`src/rtl/placar_pkg.sv`:
```
// Shared types and constants for the placar scoreboard: conversion FSM states
// and the 7-segment pattern table (bit 6 = a ... bit 0 = g, active-high).
package placar_pkg;

    typedef enum logic [1:0] {
        IDLE  = 2'd0,
        SHIFT = 2'd1,
        LOAD  = 2'd2
    } dabble_state_e;

    // Entry [d] is the segment pattern for decimal digit d.
    localparam logic [9:0][6:0] SEG_TABLE = {
        7'h7B, 7'h7F, 7'h70, 7'h5F, 7'h5B,
        7'h33, 7'h79, 7'h6D, 7'h30, 7'h7E
    };

    localparam logic [6:0] SEG_BLANK = 7'h00;

    function automatic logic [6:0] seg_decode(input logic [3:0] d);
        if (d <= 4'd9) begin
            return SEG_TABLE[d];
        end
        return SEG_BLANK;
    endfunction

endpackage

```
`src/rtl/placar_dabble.sv`:
```
// Sequential binary-to-BCD converter (shift-add-3, one bit per cycle).
// done pulses for one cycle while bcd_o carries the finished result.
module placar_dabble
    import placar_pkg::*;
#(
    parameter int SCORE_W = 7,
    parameter int DIGITS  = 2
) (
    input  logic                  clk,
    input  logic                  rst,
    input  logic                  start_i,
    input  logic [SCORE_W-1:0]    bin_i,
    output logic                  busy_o,
    output logic                  done_o,
    output logic [4*DIGITS-1:0]   bcd_o
);

    localparam int BCD_W  = 4 * DIGITS;
    localparam int WORK_W = BCD_W + SCORE_W;
    localparam int CNT_W  = $clog2(SCORE_W + 1);

    dabble_state_e      state_q, state_d;
    logic [CNT_W-1:0]   cnt_q;
    logic [WORK_W-1:0]  work_q;
    logic               shift_en;
    logic               load_en;

    // Adjust every BCD nibble >= 5 before the shift so it carries correctly.
    function automatic logic [WORK_W-1:0] dabble_step(input logic [WORK_W-1:0] w);
        logic [WORK_W-1:0] t;
        t = w;
        for (int i = 0; i < DIGITS; i++) begin
            if (t[SCORE_W+4*i +: 4] >= 4'd5) begin
                t[SCORE_W+4*i +: 4] = t[SCORE_W+4*i +: 4] + 4'd3;
            end
        end
        return t << 1;
    endfunction

    always_ff @(posedge clk) begin
        if (rst) begin
            state_q <= IDLE;
        end else begin
            state_q <= state_d;
        end
    end

    always_comb begin
        state_d = state_q;
        case (state_q)
            IDLE:    if (start_i) state_d = SHIFT;
            SHIFT:   if (cnt_q == CNT_W'(SCORE_W - 1)) state_d = LOAD;
            LOAD:    state_d = IDLE;
            default: state_d = IDLE;
        endcase
    end

    always_comb begin
        busy_o   = (state_q != IDLE);
        shift_en = (state_q == SHIFT);
        load_en  = (state_q == LOAD);
        done_o   = load_en;
    end

    always_ff @(posedge clk) begin
        if (rst) begin
            cnt_q <= '0;
        end else if (state_q == IDLE && start_i) begin
            cnt_q <= '0;
        end else if (shift_en) begin
            cnt_q <= cnt_q + 1'b1;
        end
    end

    always_ff @(posedge clk) begin
        if (state_q == IDLE && start_i) begin
            work_q <= {{BCD_W{1'b0}}, bin_i};
        end else if (shift_en) begin
            work_q <= dabble_step(work_q);
        end
    end

    assign bcd_o = work_q[WORK_W-1 -: BCD_W];

endmodule

```
`src/rtl/placar_mux.sv`:
```
// Saturating scoreboard with multiplexed 7-segment display.
// Optional macro PLACAR_BLANK_ZEROS_EN blanks leading zeros above the units digit.
module placar_mux
    import placar_pkg::*;
#(
    parameter int  DIGITS    = 2,
    parameter int  MAX_SCORE = 99,
    parameter int  PTS_W     = 7,
    parameter int  SCAN_DIV  = 50000,
    localparam int SCORE_W   = $clog2(MAX_SCORE + 1)
) (
    input  logic                clk,
    input  logic                rst,
    input  logic                op_valid,
    output logic                op_ready,
    input  logic                sinal,
    input  logic [PTS_W-1:0]    pontos,
    input  logic                clear_alert,
    output logic [SCORE_W-1:0]  score,
    output logic                alerta,
    output logic [6:0]          saida,
    output logic [DIGITS-1:0]   sclk
);

    localparam int BCD_W  = 4 * DIGITS;
    localparam int EXT_W  = SCORE_W + PTS_W + 1;
    localparam int SCAN_W = (SCAN_DIV > 1) ? $clog2(SCAN_DIV) : 1;
    localparam int IDX_W  = (DIGITS > 1) ? $clog2(DIGITS) : 1;
    localparam logic signed [EXT_W-1:0] MAX_EXT = EXT_W'(MAX_SCORE);

    logic [SCORE_W-1:0]        score_q, score_d;
    logic                      alerta_q, alerta_d;
    logic [BCD_W-1:0]          disp_q;
    logic [SCAN_W-1:0]         scan_q;
    logic [IDX_W-1:0]          dig_q;
    logic                      accept;
    logic                      clamp;
    logic                      dab_busy;
    logic                      dab_done;
    logic [BCD_W-1:0]          dab_bcd;
    logic signed [EXT_W-1:0]   score_ext;
    logic signed [EXT_W-1:0]   pts_ext;
    logic signed [EXT_W-1:0]   res_ext;
    logic [3:0]                sel_digit;
    logic                      scan_wrap;

    function automatic logic [SCORE_W-1:0] sat_score(input logic signed [EXT_W-1:0] v);
        if (v < 0) begin
            return '0;
        end else if (v > MAX_EXT) begin
            return SCORE_W'(MAX_SCORE);
        end
        return v[SCORE_W-1:0];
    endfunction

    // Landing exactly on 0 or MAX_SCORE is legal and does not count as clamping.
    function automatic logic is_clamped(input logic signed [EXT_W-1:0] v);
        return (v < 0) || (v > MAX_EXT);
    endfunction

    assign op_ready = ~dab_busy;
    assign accept   = op_valid & op_ready;

    always_comb begin
        score_ext = $signed({{(PTS_W + 1){1'b0}}, score_q});
        pts_ext   = $signed({{(SCORE_W + 1){1'b0}}, pontos});
        res_ext   = sinal ? (score_ext - pts_ext) : (score_ext + pts_ext);
        score_d   = score_q;
        clamp     = 1'b0;
        if (accept) begin
            score_d = sat_score(res_ext);
            clamp   = is_clamped(res_ext);
        end
    end

    always_comb begin
        alerta_d = alerta_q;
        if (accept && clamp) begin
            alerta_d = 1'b1;
        end else if (clear_alert) begin
            alerta_d = 1'b0;
        end
    end

    always_ff @(posedge clk) begin
        if (rst) begin
            score_q  <= '0;
            alerta_q <= 1'b0;
        end else begin
            score_q  <= score_d;
            alerta_q <= alerta_d;
        end
    end

    // The converter sees the post-operation score on the accept edge.
    placar_dabble #(
        .SCORE_W (SCORE_W),
        .DIGITS  (DIGITS)
    ) u_dabble (
        .clk     (clk),
        .rst     (rst),
        .start_i (accept),
        .bin_i   (score_d),
        .busy_o  (dab_busy),
        .done_o  (dab_done),
        .bcd_o   (dab_bcd)
    );

    always_ff @(posedge clk) begin
        if (rst) begin
            disp_q <= '0;
        end else if (dab_done) begin
            disp_q <= dab_bcd;
        end
    end

    assign scan_wrap = (scan_q == SCAN_W'(SCAN_DIV - 1));

    always_ff @(posedge clk) begin
        if (rst) begin
            scan_q <= '0;
            dig_q  <= '0;
        end else if (scan_wrap) begin
            scan_q <= '0;
            dig_q  <= (dig_q == IDX_W'(DIGITS - 1)) ? '0 : dig_q + 1'b1;
        end else begin
            scan_q <= scan_q + 1'b1;
        end
    end

    always_comb begin
        sclk      = '0;
        sel_digit = '0;
        for (int i = 0; i < DIGITS; i++) begin
            if (dig_q == IDX_W'(i)) begin
                sclk[i]   = 1'b1;
                sel_digit = disp_q[4*i +: 4];
            end
        end
    end

`ifdef PLACAR_BLANK_ZEROS_EN
    logic [DIGITS-1:0] blank_mask;
    logic              zero_run;
    logic              sel_blank;

    // A digit is blank when it and every digit above it are zero.
    always_comb begin
        blank_mask = '0;
        zero_run   = 1'b1;
        sel_blank  = 1'b0;
        for (int i = DIGITS - 1; i >= 1; i--) begin
            zero_run      = zero_run & (disp_q[4*i +: 4] == 4'd0);
            blank_mask[i] = zero_run;
        end
        for (int i = 0; i < DIGITS; i++) begin
            if (dig_q == IDX_W'(i)) begin
                sel_blank = blank_mask[i];
            end
        end
    end

    assign saida = sel_blank ? SEG_BLANK : seg_decode(sel_digit);
`else
    assign saida = seg_decode(sel_digit);
`endif

    assign score  = score_q;
    assign alerta = alerta_q;

endmodule

```
`config.mk`:
```
export PLATFORM = sky130hd
export DESIGN_NAME = placar_mux
export DESIGN_NICKNAME = d
export VERILOG_FILES = /design/src/rtl/placar_pkg.sv /design/src/rtl/placar_dabble.sv /design/src/rtl/placar_mux.sv
export SDC_FILE = /design/constraint.sdc
export NUM_CORES = 1
export LEC_CHECK = 0
export CAP_MARGIN = 20
export CORE_MARGIN = 4
export CORE_UTILIZATION = 46
export CTS_CLUSTER_SIZE = 40
export DETAILED_ROUTE_END_ITERATION = 16
export DONT_BUFFER_PORTS = 1
export PLACE_DENSITY_LB_ADDON = 0.1
export SYNTH_ARGS = -nofsm -noshare
export SYNTH_HDL_FRONTEND = slang
export SYNTH_HIERARCHICAL = 1
export SYNTH_SLANG_ARGS = --single-unit
export TNS_END_PERCENT = 30
```
`constraint.sdc`:
```
create_clock -name clk -period 2.3 [get_ports clk]
set_input_delay 0.23 -clock clk [delete_from_list [all_inputs] [get_ports clk]]
set_output_delay 0.23 -clock clk [all_outputs]
set_load 0.01 [all_outputs]
```
==> metrics, run 1 <==
vias in the first global route=roughly 2,600; Critical R2R Launch=score[0]; required time of the critical path=2.36 ns; DRT antenna net count=0; RSZ-0062 raised after global routing=true; Min-Delay Path Class=primary input to flop; post-synth top area cell=dfxtp_1; Max Cap Viol=0; FMAX=392.4 MHz; Post-synth EDFFs=7; Die Area=8654 sq um; initial DRC count=100; crit path max fanout=3; Synth Area per Inst=8.869 sq um; worst skew pair latency=0.30 ns; switching share of power=0.3023; Yosys reg bits=53; clk sink count=53; Leak=roughly 0.0015 uW; Area growth, synth to finish=14.56%; grt ovf=0; most frequent cells in the layout=dfxtp_1 (40), nor2_1 (35), buf_4 (35), nand2_1 (29); share of the synthesized area in the top cell type=0.2769; Bufs on Longest Clock Path=2; Clock power frac=0.243; endpoints failing setup=12; main area contributors after synthesis=dfxtp_1 (28%), ha_1 (9.4%), edfxtp_1 (6.3%); hold_sp=rst; Worst-path clk slew=around 0.10 ns; Die Span X=93.03 um; Cell Int Power=1494 uW; core area=6907 sq um; failing checks=negative setup slack; DP HPWL=5118 um; total global-route track usage=0.1725; CP Launch Type=flop; largest net degree at the start of global routing=20; Filler cells=between 600 and 700; share of layout cells above drive strength 1=0.2195; status=complete, but fails checks; ys async rst share=0; ratio of final minimum period to clock period=1.108; drt total wl=~7000 um; port buffer count=0; CTS root buf=clkbuf_8; Top Ports=30; # diodes=0; CTS tree=built; cts bufs inserted=5; VDD IR max=310.8 uV; vias per cell=around 5.2; power share of the sequential group=0.492; Pwr per Cell Area=562.1 nW/um^2; prevailing post-synth register cell=dfxtp_1; TNS Setup=-1.652 ns; Final Slew Violations=0; Remaining DRCs=0; flop-to-flop setup slack=-0.25 ns; syn nets=414; die span in y=93.03 um; Final Wtd Congestion=0.8654; Final #Nets=439; vias=2,600; CTS HTree Levels=2; first-pass GRT wire length=about 12,000 um; CP Class=flop to flop; router iterations before antenna repair=4; wire per inst=roughly 14 um; CP endpoint kind=flop; synthesized instance count=about 380; initial antenna violation count=0; Worst Tran Pin Value=0.8994 ns; Comb power frac=0.265; num rows=30; P_sw=~650 uW; post-synthesis sequential area ratio=0.3401; clk_skew=0.008190 ns; critical path startpoint=score[0]; crit path DAT=2.61 ns; final hold vios=0; setup repair bufs after CTS=0; commonest non-fill, non-tap cell in the layout=dfxtp_1; Synth Cell Area=3326 sq um; Synthesis Warnings=6; Hold WS=0.02232 ns; Tmin final=2.548 ns; initial cell density of the core=0.4815; Netlist cell types=66; Slew headroom=0.3984; setup ws final=-0.2484 ns
[worst paths after layout]
check                  endpoint  cells past startpoint
max          u_dabble/work_q[1]                     11
min                    score[2]                      1
max reg2reg  u_dabble/work_q[1]                     11
min reg2reg  u_dabble/work_q[7]                      2
[power by group through the flow]
stage	clock network (uW)	logic, uW	registers [uW]
final	520	567	1050
after global placement	0	526	1070
after global routing	582	635	1060
after floorplan	0	394	1070
after CTS	545	562	1050
after detailed placement	0	533	1080
[synth_stat cells (10+ instances only)]
cell,number
a21oi_1,20
buf_4,11
dfxtp_1,46
ha_1,25
inv_1,26
mux2_2,10
mux2i_1,13
nand2_1,29
nand2b_1,10
nand3_1,11
nor2_1,35
o21ai_0,12
xnor2_1,11
xor2_1,11
[worst max-delay path, cell delays in order, from the launching register on]
cell	delay, ns
dfxtp_4	0.36
inv_2	0.06
ha_4	0.13
inv_2	0.03
fa_2	0.34
a21o_1	0.21
a221oi_2	0.22
a221o_1	0.19
xor2_2	0.21
a311o_1	0.21
a21oi_1	0.08
mux2_2	0.26
[final cells by class]
type | instances | area, sq um | area share
inverter | 28 | 105.1 | 0.02759
tap | 96 | 120.1 | 0.03153
sequential | 53 | 1141 | 0.2995
multi-input combinational | 271 | 2026 | 0.5317
clock buffer | 6 | 72.57 | 0.01905
timing repair buffer | 41 | 332.8 | 0.08736
clock inverter | 2 | 12.51 | 0.003284
[flip-flops by register name, summed over array words and instances, names as in the netlist]
signal and flops:
alerta 1, dig_q 1, disp_q 8, scan_q 16, score 7, u_dabble/cnt_q 3, u_dabble/state_q 2, u_dabble/work_q 15
[metrics by stage]
step | util | area, sq um | power (uW) | std cells | worst slack, ns
6_report | 0.5516 | 3810 | 2142 | 497 | -0.2484
5_1_grt | 0.5516 | 3810 | 2278 | 497 | -0.3731
4_1_cts | 0.5462 | 3772 | 2162 | 495 | -0.2417
3_3_place_gp | 0.5239 | 3618 | 1600 | 484 | -0.2629
2_1_floorplan | - | 3366 | 1466 | 375 | -0.1526
3_5_place_dp | 0.5239 | 3618 | 1608 | 484 | -0.2574
[timing repair]
item	CTS	global route
pin swaps	4	1
endpoints found under the setup margin	12	17
resized for setup	6	5
endpoints found under the hold margin	17	1
hold buffers	3	2
[logic make-up after synthesis]
group	after synthesis	share of synthesized area
and+or+nand+nor	121	0.1828
AOI/OAI and AO/OA	78	0.1644
DFF	53	0.3401
buffers and inverters	51	0.07562
adders and majority gates	27	0.1061
muxes	23	0.07299
xor gates and xnor gates	22	0.05794
[routing by layer]
metal	wire length [um]	vias to the layer above	GRT usage
met5	0	-	0
met4	50	0	0.04029
met3	262	6	0.03298
met2	3182	45	0.2771
met1	3496	1201	0.2398
li1	-	1348	-
Power figures use the tool's default switching activity.
==> run 2, diff against run 1 <==
--- a/config.mk
+++ b/config.mk
@@ -12,6 +12,7 @@
 export DETAILED_ROUTE_END_ITERATION = 16
 export DONT_BUFFER_PORTS = 1
 export PLACE_DENSITY_LB_ADDON = 0.1
+export RECOVER_POWER = 100
 export SYNTH_ARGS = -nofsm -noshare
 export SYNTH_HDL_FRONTEND = slang
 export SYNTH_HIERARCHICAL = 1
==> run 2 against run 1 <==
Against the previous run:
- the flow still finishes with violations (negative setup slack)
- non-clock buffer count is the same
- first-iteration DRC count is 7.0% higher
- combinational power down 3%
- via count up 0.19%
- utilization down 0.71 points
- worst setup slack better by 0.00087 ns
- sequential power hardly changed
- worst hold slack better by 0.0016 ns
- global-route usage unchanged
- flip-flop and latch count unchanged
- clock-buffer cell count unchanged
- critical endpoint unchanged
- largest cell class unchanged
==> metrics, run 2 (synthesis gave the netlist of run 1 again) <==
status=complete, but fails checks; failing checks=negative setup slack; cts bufs inserted=5 (unchanged); wire per inst=14.05 um (-0.14%); share of layout cells above drive strength 1=0.1920 (-0.02743); required time of the critical path=2.36 ns (about the same); Die Span X=93.03 um (unchanged); drt total wl=6981 um (-0.14%); Bufs on Longest Clock Path=2 (unchanged); Final Slew Violations=0 (unchanged); initial cell density of the core=0.4815 (unchanged); first-pass GRT wire length=12,270 um (unchanged); initial antenna violation count=0 (unchanged); Area growth, synth to finish=13.09%; final instance area=3761 sq um (-1.3%); ratio of final minimum period to clock period=1.108 (about the same); DP HPWL=5118 um (unchanged); largest registers=scan_q: 16 flops, u_dabble/work_q: 15 flops, disp_q: 8 flops; crit path max fanout=3 (unchanged); Final #Nets=439 (unchanged); # diodes=0 (unchanged); Clock power frac=0.244 (about the same); port buffer count=0 (unchanged); TNS Setup=-1.693 ns (-0.04139 ns); CP endpoint kind=flop; P_sw=642.3 uW (-0.78%); DP Worst Slack=-0.2574 ns (unchanged); Final Wtd Congestion=0.8654 (unchanged); endpoints failing setup=14 (+2); Leak=0.001482 uW (-2.4%); crit path DAT=2.61 ns (about the same); Remaining DRCs=0 (unchanged); Min-Delay Path Class=primary input to flop; DRT antenna net count=0 (unchanged); CTS HTree Levels=2 (unchanged); CP Launch Type=flop; Slew headroom=0.3956 (-0.002803); clk sink count=53 (unchanged); setup ws final=-0.2476 ns (+0.0008670 ns); area of the multi-input gates=2006 sq um (-0.99%); clk_skew=0.006817 ns (-0.001372 ns); grt ovf=0 (unchanged); final hold vios=0 (unchanged); Biggest register=scan_q; CP Class=flop to flop; Max Cap Viol=0 (unchanged); VDD IR max=309.2 uV (-0.54%); vias per cell=5.241 (+0.19%); router iterations before antenna repair=4 (unchanged); Worst Tran Pin Value=0.9036 ns (+0.004192 ns); num rows=30 (unchanged); commonest non-fill, non-tap cell in the layout=dfxtp_1; CTS root buf=clkbuf_8; power share of the sequential group=0.496 (+0.004); Top Ports=30 (unchanged); placed cell area=3618 sq um (unchanged); Cell Int Power=1483 uW (-0.77%); most frequent cells in the layout=dfxtp_1 (43), nor2_1 (35), nand2_1 (29), buf_4 (28); switching share of power=0.3023 (about the same); Sequential cell area=1137 sq um (-0.33%); Filler cells=691 (+1.9%); setup repair bufs after CTS=0 (unchanged); Pwr per Cell Area=565.0 nW/um^2 (+0.51%); vias=2,605 (+0.19%); Die Area=8654 sq um (unchanged); Worst-path clk slew=0.10 ns (about the same); Largest register FFs=16 (unchanged); CTS tree=built; vias in the first global route=2,577 (unchanged); Comb power frac=0.260 (-0.005); initial DRC count=107 (+7.0%); total global-route track usage=0.1725 (unchanged); largest net degree at the start of global routing=20 (unchanged); die span in y=93.03 um (unchanged); FMAX=392.5 MHz (about the same); Tmin final=2.548 ns (-0.0008670 ns); worst skew pair latency=0.30 ns (about the same); core area=6907 sq um (unchanged); RSZ-0062 raised after global routing=true
run 2: changes by cell type in the layout (fill, tap and decap cells not counted):
| cell | previous run | this run |
|---|---|---|
| a21oi_1 | 19 | 20 |
| a21oi_2 | 2 | 1 |
| buf_4 | 35 | 28 |
| clkbuf_1 | 1 | 7 |
| clkbuf_2 | 0 | 1 |
| dfxtp_1 | 40 | 43 |
| dfxtp_2 | 5 | 2 |
| nor2_2 | 2 | 3 |
| nor2_8 | 1 | 0 |
| or2_0 | 0 | 1 |
| or2_4 | 1 | 0 |
run 2: final timing paths:
path	start	end	slack [ns]	cells after the start
setup / recovery	score[0]	u_dabble/work_q[1]	-0.25	11
hold / removal	rst	score[2]	0.02	1
setup reg to reg	score[0]	u_dabble/work_q[1]	-0.25	11
hold reg to reg	u_dabble/work_q[6]	u_dabble/work_q[7]	0.44	2
run 2: area by class of cell:
class | count | area share
clock inverters | 2 | 0.003327
clock buffers | 6 | 0.01929
repair buffers | 41 | 0.08184
well taps | 96 | 0.03194
flip-flops and latches | 53 | 0.3024
multi-input cells | 271 | 0.5333
inverters | 28 | 0.02794
run 2: power groups by stage:
stage | logic (uW) | registers (uW) | clock network (uW)
floorplan | 394 | 1070 | 0
global placement | 526 | 1070 | 0
detailed placement | 533 | 1080 | 0
CTS | 562 | 1050 | 545
global route | 619 | 1060 | 582
finish | 552 | 1050 | 520
run 2: through the flow:
| stage | hold WS [ns] | util | std cells | total power (uW) |
|---|---|---|---|---|
| 6_report | 0.02389 | 0.5446 | 497 | 2125 |
| 4_1_cts | 0.006900 | 0.5462 | 495 | 2162 |
| 2_1_floorplan | 0.2969 | - | 375 | 1466 |
| 3_5_place_dp | 0.3009 | 0.5239 | 484 | 1608 |
| 3_3_place_gp | 0.3028 | 0.5239 | 484 | 1600 |
| 5_1_grt | 0.01138 | 0.5446 | 497 | 2262 |
run 2: repair_timing:
item                       4_1_cts  5_1_grt
setup endpoints to repair       12       17
hold endpoints to repair        17        1
pin swaps                        4        1
gates resized for setup          6        5
hold buffers                     3        2
run 2: worst max-delay path, stage by stage (launching register included):
cell and delay, ns:
dfxtp_4 0.36, inv_2 0.06, ha_4 0.13, inv_2 0.03, fa_2 0.34, a21o_1 0.21
a221oi_2 0.22, a221o_1 0.19, xor2_2 0.21, a311o_1 0.21, a21oi_1 0.08, mux2_2 0.26
run 2: routing by layer:
layer | wire [um] | vias up | track usage
met2 | 3184 | 46 | 0.2771
met4 | 50 | 0 | 0.04029
met5 | 0 | - | 0
met1 | 3492 | 1207 | 0.2398
met3 | 253 | 6 | 0.03298
li1 | - | 1346 | -
==> run 3, diff against run 2 <==
--- a/config.mk
+++ b/config.mk
@@ -17,4 +17,3 @@
 export SYNTH_HDL_FRONTEND = slang
 export SYNTH_HIERARCHICAL = 1
 export SYNTH_SLANG_ARGS = --single-unit
-export TNS_END_PERCENT = 30
==> run 3 against run 2 <==
Against the previous run:
- the run still ends with negative setup slack left
- utilization increased by 2.9 points
- cell area increased by 5.3%
- clock power increased by 33%
- power increased by 12%
- combinational power increased by 13%
- first-iteration DRC count decreased by 52%
==> metrics, run 3 (synthesis gave the netlist of run 1 again) <==
Hold WS=0.02870 ns (+0.004807 ns); crit path max fanout=3 (unchanged); RSZ-0062 raised after global routing=true; Max Cap Viol=0 (unchanged); Worst-path clk slew=0.10 ns (about the same); DP HPWL=5375 um (+5.0%); Tmin final=2.529 ns (-0.01860 ns); DRT antenna net count=0 (unchanged); Final Wtd Congestion=0.8545 (-1.3%); Largest register FFs=16 (unchanged); Bufs on Longest Clock Path=2 (unchanged); VDD IR max=447.8 uV (+45%); cts bufs inserted=5 (unchanged); drt total wl=7396 um (+5.9%); DP Worst Slack=-0.2661 ns (-0.008741 ns); num rows=30 (unchanged); initial DRC count=51 (-52%); Slew headroom=0.4198 (+0.02424); Die Span X=93.03 um (unchanged); required time of the critical path=2.36 ns (about the same); Area growth, synth to finish=19.11%; Final #Nets=438 (-0.23%); share of layout cells above drive strength 1=0.2650 (+0.07298); Remaining DRCs=0 (unchanged); ratio of final minimum period to clock period=1.100 (-0.008087); commonest non-fill, non-tap cell in the layout=dfxtp_1; vias=2,660 (+2.1%); vias in the first global route=2,649 (+2.8%); crit-path max cell delay=0.37 ns (about the same); endpoints failing setup=12 (-2); Pwr per Cell Area=598.7 nW/um^2 (+6.0%); crit path DAT=2.59 ns (-0.02 ns); # diodes=0 (unchanged); worst skew pair latency=0.30 ns (about the same); Final Slew Violations=0 (unchanged); Top Ports=30 (unchanged); Biggest register=scan_q; clk sink count=53 (unchanged); die span in y=93.03 um (unchanged); final hold vios=0 (unchanged); setup ws final=-0.2290 ns (+0.01860 ns); CTS tree=built; router iterations before antenna repair=4 (unchanged); Min-Delay Path Class=primary input to flop; vias per cell=5.363 (+2.3%); failing checks=negative setup slack; Worst Tran Pin Value=0.8674 ns (-0.03623 ns); Die Area=8654 sq um (unchanged); placed cell area=3665 sq um (+1.3%); largest net degree at the start of global routing=20 (unchanged); Leak=0.001537 uW (+3.7%); final core occ=0.5736 (+0.02899); CTS root buf=clkbuf_8; CP Class=flop to flop; CP endpoint kind=flop; CP Launch Type=flop; wire per inst=14.91 um (+6.2%); FMAX=395.4 MHz (+0.74%); total global-route track usage=0.1769 (+0.004384); initial antenna violation count=0 (unchanged); most frequent cells in the layout=dfxtp_1 (43), nor2_1 (34), buf_4 (32), nand2_1 (28), inv_1 (23); worst path cell trace=inv_2 -> ha_4 -> inv_2 -> fa_2 -> a21o_1 -> a221oi_2 -> a221o_1 -> xor2_2 -> buf_4 -> a21bo_4 -> nand2_2 -> mux2_4; status=complete, but fails checks; slowest CP cell=dfxtp_4; grt ovf=0 (unchanged); clk_skew=0.01028 ns (+0.003463 ns); initial cell density of the core=0.4815 (unchanged); CTS HTree Levels=2 (unchanged); port buffer count=0 (unchanged); core area=6907 sq um (unchanged); largest registers=scan_q: 16 flops, u_dabble/work_q: 15 flops, disp_q: 8 flops; most used cell, CP=inv_2; first-pass GRT wire length=12,610 um (+2.8%); final instance area=3961 sq um (+5.3%)
==> run 3: cell types whose count changed in the layout (fill, tap and decap cells not counted), sizes merged <==
cell,before,now
buf,29,33
dlygate4sd3,5,2
clkbuf,13,11
inv,30,28
bufinv,0,1
clkinv,0,1
==> run 3: layout make-up <==
type | instances | area [sq um]
Clock buffer | 6 | 93.84
Clock inverter | 2 | 35.03
Fill cell | 677 | 2945
Inverter | 28 | 105.1
Multi-Input combinational cell | 271 | 2173
Sequential cell | 53 | 1142
Tap cell | 96 | 120.1
Timing Repair Buffer | 40 | 291.5
==> run 3: final timing paths <==
| path | start | to | slack [ns] | cells past startpoint |
|---|---|---|---|---|
| worst max-delay path | score[0] | u_dabble/work_q[6] | -0.23 | 12 |
| worst min-delay path | rst | score[4] | 0.03 | 1 |
| worst max register to register | score[0] | u_dabble/work_q[6] | -0.23 | 12 |
| worst min register to register | scan_q[0] | scan_q[0] | 0.45 | 1 |
==> run 3: through the flow <==
stage               power (uW)  cells  setup TNS [ns]
global placement          1628    483          -1.174
finish                    2372    496          -1.617
detailed placement        1638    483          -1.628
CTS                       2374    494          -1.415
floorplan                 1486    375         -0.4086
global route              2509    496          -3.569
==> run 3: per-layer routing <==
layer  GRT usage  routed length (um)  vias to the layer above
met2      0.2783                3361                       34
met3     0.03701                 264                        6
met5           0                   0                        -
met1      0.2526                3713                     1272
li1            -                   -                     1348
met4     0.03297                  57                        0
==> run 3: power by group <==
| group | leakage [uW] | internal (uW) | switching [uW] |
|---|---|---|---|
| Clock | 0.0000663 | 389 | 304 |
| Sequential | 0.000445 | 1010 | 49.5 |
| Combinational | 0.00103 | 301 | 321 |
==> run 3: timing repair <==
action                                  in CTS  in global routing
endpoints found under the hold margin       19                  2
endpoints found under the setup margin      15                 17
pin swaps                                   11                  9
hold buffers                                 1                  1
resized for setup                           18                 18
setup buffers                                3                  2
==> run 3: worst max-delay path: cells and delay by family (launching register included) <==
family	cells	cell delay, ns
AND/OR/NAND/NOR	1	0.05
multiplexers	1	0.25
buffers and inverters	3	0.24
flip-flops	1	0.37
adder cells (fa/ha/maj)	2	0.45
XOR/XNOR	1	0.20
AO/OA/AOI/OAI	4	0.73
